`src/rtl/operand_loader.sv`:
```
// ---------------------------------------------------------------------------
// operand_loader
//
// Purpose:
//   Sits behind the instruction decoder and turns its load_weight /
//   load_input commands into reads of the unified operand memory (1-cycle
//   synchronous read). A weight load fills the N x N stationary weight
//   registers of the systolic array. An input load buffers an N x N
//   activation tile and then streams it into the array rows with a one-cycle
//   skew per row.
//
// Ports:
//   clk            clock
//   reset          synchronous, active-high reset
//   load_weight    decoder level; rising edge starts a weight load
//   load_input     decoder level; rising edge starts an input load
//   base_address   tile start address, latched on the start edge
//   mem_rd_en      memory read strobe
//   mem_addr       memory read address (0 when not reading)
//   mem_rdata      read data, valid the cycle after mem_rd_en
//   weight_out     flat weights, entry r*N+c at [(r*N+c)*DATA_W +: DATA_W]
//   weights_valid  level, full weight set loaded
//   in_data        skewed activation rows, row r at [r*DATA_W +: DATA_W]
//   in_valid       per-row valid for in_data
//   busy           operation in progress (first cycle after start .. DONE)
//   done           one-cycle pulse when an operation completes
// ---------------------------------------------------------------------------
module operand_loader #(
    parameter int N      = 2,
    parameter int DATA_W = 8,
    parameter int ADDR_W = 13
) (
    input  logic                    clk,
    input  logic                    reset,
    input  logic                    load_weight,
    input  logic                    load_input,
    input  logic [ADDR_W-1:0]       base_address,
    output logic                    mem_rd_en,
    output logic [ADDR_W-1:0]       mem_addr,
    input  logic [DATA_W-1:0]       mem_rdata,
    output logic [N*N*DATA_W-1:0]   weight_out,
    output logic                    weights_valid,
    output logic [N*DATA_W-1:0]     in_data,
    output logic [N-1:0]            in_valid,
    output logic                    busy,
    output logic                    done
);

    localparam int NN    = N * N;
    // Counter must reach NN-1 (read index) and 2N-2 (stream index).
    localparam int CNT_W = $clog2(NN + 2 * N);
    localparam int IDX_W = (NN > 1) ? $clog2(NN) : 1;

    localparam logic [2:0] IDLE     = 3'd0;
    localparam logic [2:0] W_READ   = 3'd1;
    localparam logic [2:0] W_CAP    = 3'd2;
    localparam logic [2:0] I_READ   = 3'd3;
    localparam logic [2:0] I_CAP    = 3'd4;
    localparam logic [2:0] I_STREAM = 3'd5;
    localparam logic [2:0] DONE     = 3'd6;

    logic [2:0]        state_q, state_d;
    logic [CNT_W-1:0]  cnt_q, cnt_d;
    logic [ADDR_W-1:0] base_q, base_d;
    logic              wv_q, wv_d;
    logic              lw_q, li_q;

    // Read pipeline: remembers what the read issued last cycle was for.
    logic              rd_valid_q;
    logic              rd_is_w_q;
    logic [IDX_W-1:0]  rd_idx_q;

    logic [DATA_W-1:0] weight_q [NN];
    logic [DATA_W-1:0] ibuf_q   [NN];

    logic w_edge;
    logic i_edge;
    logic last_read;

    assign w_edge    = load_weight & ~lw_q;
    assign i_edge    = load_input & ~li_q;
    assign last_read = (cnt_q == CNT_W'(NN - 1));

    // -----------------------------------------------------------------------
    // Next-state logic
    // -----------------------------------------------------------------------
    always_comb begin
        state_d = state_q;
        cnt_d   = cnt_q;
        base_d  = base_q;
        wv_d    = wv_q;
        case (state_q)
            IDLE: begin
                // Weight has priority; a coincident input edge is dropped.
                if (w_edge) begin
                    state_d = W_READ;
                    cnt_d   = '0;
                    base_d  = base_address;
                    wv_d    = 1'b0;
                end else if (i_edge) begin
                    state_d = I_READ;
                    cnt_d   = '0;
                    base_d  = base_address;
                end
            end
            W_READ: begin
                if (last_read) begin
                    state_d = W_CAP;
                    cnt_d   = '0;
                end else begin
                    cnt_d = cnt_q + 1'b1;
                end
            end
            W_CAP: begin
                // Last weight lands at the end of this cycle, so the valid
                // flag rises together with done.
                state_d = DONE;
                wv_d    = 1'b1;
            end
            I_READ: begin
                if (last_read) begin
                    state_d = I_CAP;
                    cnt_d   = '0;
                end else begin
                    cnt_d = cnt_q + 1'b1;
                end
            end
            I_CAP: begin
                state_d = I_STREAM;
                cnt_d   = '0;
            end
            I_STREAM: begin
                if (cnt_q == CNT_W'(2 * N - 2)) begin
                    state_d = DONE;
                    cnt_d   = '0;
                end else begin
                    cnt_d = cnt_q + 1'b1;
                end
            end
            DONE: begin
                state_d = IDLE;
            end
            default: begin
                state_d = IDLE;
                cnt_d   = '0;
            end
        endcase
    end

    // -----------------------------------------------------------------------
    // Control registers
    // -----------------------------------------------------------------------
    always_ff @(posedge clk) begin
        if (reset) begin
            state_q    <= IDLE;
            cnt_q      <= '0;
            base_q     <= '0;
            wv_q       <= 1'b0;
            lw_q       <= 1'b0;
            li_q       <= 1'b0;
            rd_valid_q <= 1'b0;
            rd_is_w_q  <= 1'b0;
            rd_idx_q   <= '0;
        end else begin
            state_q    <= state_d;
            cnt_q      <= cnt_d;
            base_q     <= base_d;
            wv_q       <= wv_d;
            lw_q       <= load_weight;
            li_q       <= load_input;
            rd_valid_q <= mem_rd_en;
            rd_is_w_q  <= (state_q == W_READ);
            rd_idx_q   <= cnt_q[IDX_W-1:0];
        end
    end

    // -----------------------------------------------------------------------
    // Operand storage: data returns one cycle after the read strobe
    // -----------------------------------------------------------------------
    always_ff @(posedge clk) begin
        if (reset) begin
            for (int j = 0; j < NN; j++) begin
                weight_q[j] <= '0;
                ibuf_q[j]   <= '0;
            end
        end else if (rd_valid_q) begin
            if (rd_is_w_q) begin
                weight_q[rd_idx_q] <= mem_rdata;
            end else begin
                ibuf_q[rd_idx_q] <= mem_rdata;
            end
        end
    end

    // -----------------------------------------------------------------------
    // Outputs
    // -----------------------------------------------------------------------
    assign mem_rd_en     = (state_q == W_READ) || (state_q == I_READ);
    // Offset addition wraps modulo 2^ADDR_W.
    assign mem_addr      = mem_rd_en ? (base_q + ADDR_W'(cnt_q)) : '0;
    assign weights_valid = wv_q;
    assign busy          = (state_q != IDLE);
    assign done          = (state_q == DONE);

    genvar gi;
    generate
        for (gi = 0; gi < NN; gi++) begin : g_wout
            assign weight_out[gi*DATA_W +: DATA_W] = weight_q[gi];
        end

        // Row r is delayed by r stream cycles: at stream step s it carries
        // buffer element (s-r, r) while 0 <= s-r < N.
        for (gi = 0; gi < N; gi++) begin : g_row
            logic             row_act;
            logic [CNT_W-1:0] k_row;
            logic [IDX_W-1:0] idx_row;

            assign row_act = (state_q == I_STREAM)
                          && (cnt_q >= CNT_W'(gi))
                          && (cnt_q <  CNT_W'(gi + N));
            assign k_row   = cnt_q - CNT_W'(gi);
            assign idx_row = IDX_W'(k_row * CNT_W'(N) + CNT_W'(gi));

            assign in_valid[gi]                 = row_act;
            assign in_data[gi*DATA_W +: DATA_W] = row_act ? ibuf_q[idx_row] : '0;
        end
    endgenerate

endmodule

```
`config.mk`:
```
export PLATFORM = sky130hd
export DESIGN_NAME = operand_loader
export DESIGN_NICKNAME = d
export VERILOG_FILES = /design/src/rtl/operand_loader.sv
export SDC_FILE = /design/constraint.sdc
export NUM_CORES = 1
export LEC_CHECK = 0
export CAP_MARGIN = 30
export CORE_MARGIN = 1.5
export CORE_UTILIZATION = 45
export CTS_CLUSTER_SIZE = 24
export DETAILED_ROUTE_END_ITERATION = 12
export MAX_ROUTING_LAYER = met4
export PLACE_DENSITY = 0.81
export SETUP_SLACK_MARGIN = 0.05
export SKIP_LAST_GASP = 1
export SYNTH_ARGS = -nofsm -noshare
export SYNTH_HDL_FRONTEND = slang
export SYNTH_SLANG_ARGS = --single-unit
```
`constraint.sdc`:
```
create_clock -name clk -period 2.5 [get_ports clk]
set_input_delay 0.625 -clock clk [delete_from_list [all_inputs] [get_ports clk]]
set_output_delay 0.625 -clock clk [all_outputs]
set_load 0.05 [all_outputs]
```
* Yosys cells after proc, flatten, opt, wreduce, memory -nomap -nowiden
Memory sizes are Yosys's and may differ from the RTL's. A register that Yosys moved wholly into a read port is not among the register bits.
Index checks and enable logic that the tools add are counted.
** Storage, ports and cells
- Bits in registers :: 26
- RAM bits :: 64
- Output and inout bits :: 67
- Logic and storage cells :: 90
- Memories :: 2
** Cells by class
- Add/subtract/negate cells :: 4
- Order comparisons :: 4
- Equal/unequal tests :: 13
- Muxes and demuxes :: 36
- Bitwise gates (word level) :: 5
- Reductions and logical operators :: 17
** Memories
- ibuf_q :: depth 4, bits a word 8, rd ports 2, clocked after memory_dff 1, wr ports 4, RTL line 74 : logic [DATA_W-1:0] ibuf_q [NN];
- weight_q :: depth 4, bits a word 8, rd ports 4, clocked after memory_dff 0, wr ports 4, RTL line 73 : logic [DATA_W-1:0] weight_q [NN];
** Operators with widths (number)
- 2-to-1 mux 13 bit :: 3
- 2-to-1 mux 8 bit :: 4
- 2-to-1 mux 3 bit :: 9
- one-hot mux 3 bit (6 select lines) :: 1
- OR reduction 8 bit :: 2
- adder 13 x 3 -> 13 bit :: 1
- 2-to-1 mux 1 bit :: 13
- equality test 3 x 2 -> 1 bit, second input constant :: 4
- one-hot mux 3 bit (4 select lines) :: 1
- equality test 3 bit, second input constant :: 3
- 2-to-1 mux 2 bit :: 4
- inequality test 2 bit, second input constant :: 4
- >= comparator 3 x 1 -> 1 bit, second input constant :: 2
- less-than comparator 3 x 2 -> 1 bit, second input constant :: 2
- AND reduction 2 bit :: 3
- logical AND 1 bit :: 4
- AND reduction 4 bit :: 1
- nonzero test 2 bit :: 2
- OR reduction 2 bit :: 2
- adder 3 x 1 -> 3 bit, second input constant :: 1
- equality test 3 x 1 -> 1 bit, second input constant :: 1
- logical NOT 3 bit :: 1
- inequality test 3 bit, second input constant :: 1
- NOT 1 bit :: 3
- 6 further kinds :: 7

* Depth between registers and ports, before layout
- Depth in word-level cells :: 7
- Depth in mapped cells :: 7
- Mapped depth without buffers :: 6

* Worst setup path before layout
OpenSTA, ideal clock, no wires.
- Path type :: register to output
- From :: reg cnt_q[0]
- To :: out mem_addr[10]
- Arrival :: 2033 ps
- Setup slack :: -158 ps
- Stages on the path, launching flop included :: 7
- Cells stage by stage :: dfxtp_1 -> ha_1 -> fa_1 -> a21oi_1 -> nor4b_1 -> xnor2_1 -> nor2_1
** Between the ends
- Longest elaborated chain between the ends :: 2
** RTL lines
- start, declared :: RTL line 63 : logic [CNT_W-1:0] cnt_q, cnt_d;
- start signal, assigned :: RTL line 166 : cnt_q <= cnt_d;
- adder 13 x 3 -> 13 bit :: RTL line 200 : assign mem_addr = mem_rd_en ? (base_q + ADDR_W'(cnt_q)) : '0;
- 2-to-1 mux 13 bit :: RTL line 200
- end, declared :: RTL line 39 : output logic [ADDR_W-1:0] mem_addr,
Every way passes these cells.

* Worst setup path after layout
- From :: reg base_q[0]
- To :: out mem_addr[6]
** Between the ends
- Longest elaborated chain between the ends :: 2
** RTL lines
- start, declared :: RTL line 64 : logic [ADDR_W-1:0] base_q, base_d;
- start signal, assigned :: RTL line 167 : base_q <= base_d;
- adder 13 x 3 -> 13 bit :: RTL line 200
- 2-to-1 mux 13 bit :: RTL line 200
Every way passes these cells.

==> key figures <==
Outcome
  – Status: finished, violations left
  – Failing checks: setup timing

Logic synthesis
  – Synth Area in Compound Gates: 4.61%
  – Main combinational cell family by area after synthesis: simple AND/OR/NAND/NOR gates
  – YS warnings: 0
  – Synth top cells by count: 64 x and2_1, 64 x edfxtp_1, 50 x nor2_1
  – Cell type with the highest aggregate area in the netlist: edfxtp_1
  – Mux share of post-synthesis cell area: between 7 and 8%
  – Seq/Total Area, Yosys: between 50% and 60%
  – Synth top area share: a little under half
  – Post-Syn Area: roughly 4200 um^2
  – Post-Syn Nets: 393
  – Synth top area cells: edfxtp_1 46%, dfxtp_1 13%, and2_1 9.6%
  – Async SR Flop Fraction: 0%
  – Synth Flop Type: edfxtp_1
  – Simple logic cell fraction of the synthesized area: 21.3%
  – Netlist cell types: between 40 and 50
  – Post-synth EDFFs: 64
  – Adder-Cell Fraction of Synth Area: roughly 2.9%
  – Xor-xnor portion of the synthesized cell area: 2.30%
  – Post-Synthesis Cells: between 300 and 400
  – Synth Register Bits: 91
  – Post-Syn Area per Cell: 11.7 um^2

Placed design
  – IO Port Bufs: 91
  – Dpl hpwl: about 6.4 mm
  – Final Wtd Congestion: approximately 0.84
  – Placed Cells: between 500 and 600

Worst setup path
  – WS Path Type: reg -> out
  – Critical path buffers and inverters: 1
  – CP max FO: 3
  – Startpoint Class: register
  – CP required: approximately 1.9 ns
  – Worst-path cell chain: ha_4, fa_2, a21o_1, nand4_1, xor2_1, nor2_2, buf_12
  – Critical Path Max Stage Delay: ~0.38 ns
  – CP endpoint kind: primary output
  – CP max stage cell: fa_2
  – Crit path DAT: 1.98 ns
  – Top Family by Delay on Critical Path: adder cells

Cells and area
  – Layout cells sized above 1: 27.8%
  – Final nets: 504
  – Area Growth Syn to Fin: 45.6%
  – Final Instance Count excl. Fillers: 583
  – # fillers: 621
  – Antenna diode count: 0

CTS
  – Post-CTS Hold Fix Bufs: 0
  – Worst-case clock buffer depth: 2
  – CTS tree: yes
  – Clock transition at path regs: approximately 0.090 ns
  – CTS root buf: clkbuf_8
  – CTS Buf Count: 9
  – Sink Count: slightly above 90
  – CTS H-tree depth: 3
  – Clk_lat worst skew: approximately 0.35 ns

Worst hold path
  – HP Class: reg -> reg

Floorplanning
  – Chip Width: just under 100 um
  – Site Rows: 34
  – Die area: just under 10000 um^2
  – I/O Pins: slightly above 90
  – Die H: 99.4 um
  – Initial core utilization: 47.3%
  – Core ar.: roughly 8800 um^2

Timing
  – Tightest Pin Transition: 0.830 ns
  – Final Max Tran Viols: 0
  – Worst Slack Setup Final: -0.109 ns
  – Slew Limit Headroom: about 45%
  – Final hold violations: 0
  – Fmax: ~0.38 GHz
  – Worst hold slack: about 0.54 ns
  – RSZ-0062 raised after global routing: yes
  – Minimum clock period: about 2.6 ns
  – Setup violations, final: 18
  – Clk_skew: approximately 0.013 ns
  – Final Cycle Share: 104%

Power and ir drop
  – Final Power: approximately 0.0042 W
  – Max VDD drop: between 0.0004 and 0.0005 V
  – Leakage power: about 2.3 nW
  – Pwr dens: roughly 700 nW/um^2

Global route
  – Largest net degree at the start of global routing: 19
  – GRT overflow: 0
  – Total track usage: 19.9%
  – Vias in the first global route: approximately 2900
  – First-pass GRT wire length: between 10 and 15 mm
  – Antenna violations before repair: 0

Detailed routing
  – DRT Wirelength: a little under 10 mm
  – ANT nets after route: 0
  – Drt pass-1 iters: 4
  – WL per Instance: 16.6 um
  – Routed vias: 3021
  – Starting DRT DRC Count: about 180
  – Vias per inst: 5.18
  – # DRC: 0

Job
  – Max Cap Viol: 0
[worst register-to-register path, delay by kind of cell (launching register included)]
kind / cells / cell delay, ns
AOI/OAI and AO/OA: 2 / 0.63
DFF: 1 / 0.37
buffers and inverters: 2 / 0.28
adders and majority gates: 1 / 0.21
and+or+nand+nor: 1 / 0.13
[cells in the final DEF (no fill, tap or decap), drive strengths merged, types with 3 or more instances in the layout]
cell type	Yosys	routed
nand3b	3	3
edfxtp	64	64
nand2b	4	4
or3	4	6
nand4	3	3
inv	13	17
buf	6	55
o21bai	3	3
dfxtp	27	27
nor3	9	9
clkbuf	9	9
mux2i	30	30
clkdlybuf4s50	0	57
nor3b	3	3
or2	5	5
a21oi	8	8
xnor2	9	9
ha	8	8
nand2	8	8
and2	64	64
nor2	50	50
[repair_timing]
item	CTS	global route
endpoints found under the setup margin	29	28
pin swaps	8	15
gates resized for setup	32	26
gates cloned	0	2
setup buffers	2	11
[state kept, by name, indices dropped and copies added, names as in the netlist, named ones only]
| signal | cells |
|---|---|
| rd_is_w_q | 1 |
| cnt_q | 3 |
| base_q | 13 |
| weights_valid | 1 |
| lw_q | 1 |
| weight_q | 32 |
| state_q | 3 |
| rd_idx_q | 2 |
| ibuf_q | 32 |
| li_q | 1 |
| rd_valid_q | 1 |
[final cells by class]
| cell class | instances | area [um^2] | area share (%) |
|---|---|---|---|
| Sequential cell | 91 | 2480 | 40.8 |
| Multi-Input combinational cell | 242 | 1830 | 30.1 |
| Timing Repair Buffer | 113 | 1380 | 22.6 |
| Tap cell | 108 | 135 | 2.22 |
| Clock buffer | 9 | 124 | 2.03 |
| Clock inverter | 7 | 90.1 | 1.48 |
| Inverter | 13 | 48.8 | 0.801 |
[kinds of logic (layout without fill, tap and decap cells)]
group,after synthesis,in the layout
compound gates,26,26
xor+xnor,11,11
fa+ha+maj,9,9
buf+inv,28,142
flops,91,91
mux,30,30
simple gates,164,166
[per-layer routing]
layer | part of all wire, % | up-vias | GRT usage, %
met5 | 0 | - | -
met1 | 42 | 1454 | 24.4
met2 | 52 | 78 | 32.7
met4 | 2.7 | 0 | 9.64
met3 | 3.5 | 17 | 2.46
li1 | - | 1472 | -
[where the power goes]
part	switching, W	total (W)	leakage [nW]	internal [W]
combinational	0.000737	0.00129	1.28	0.000548
sequential	0.000136	0.00190	0.887	0.00176
clock	0.000576	0.00107	0.110	0.000491
[metrics by stage]
stage	TNS, ns	setup slack (ns)	instance area (um^2)	util (%)
3_5_place_dp	0	0.0736	5550	62.7
5_1_grt	-2.63	-0.186	6090	68.8
2_1_floorplan	0	0.0354	4210	-
3_3_place_gp	0	0.116	5550	62.7
4_1_cts	-1.09	-0.143	5890	66.6
6_report	-0.965	-0.109	6090	68.8
[path summary, 6_finish.rpt]
| check | start | endpoint | slack [ns] | cells after the start |
|---|---|---|---|---|
| setup / recovery | base_q[0]$_SDFFE_PP0P_ | mem_addr[6] | -0.11 | 7 |
| hold / removal | state_q[2]$_SDFFE_PP0P_ | state_q[2]$_SDFFE_PP0P_ | 0.54 | 2 |
| setup reg to reg | cnt_q[0]$_SDFFE_PP0P_ | cnt_q[0]$_SDFFE_PP0P_ | 0.77 | 6 |
| hold reg to reg | state_q[2]$_SDFFE_PP0P_ | state_q[2]$_SDFFE_PP0P_ | 0.54 | 2 |
Note: power is estimated with default switching activity, not from simulation.
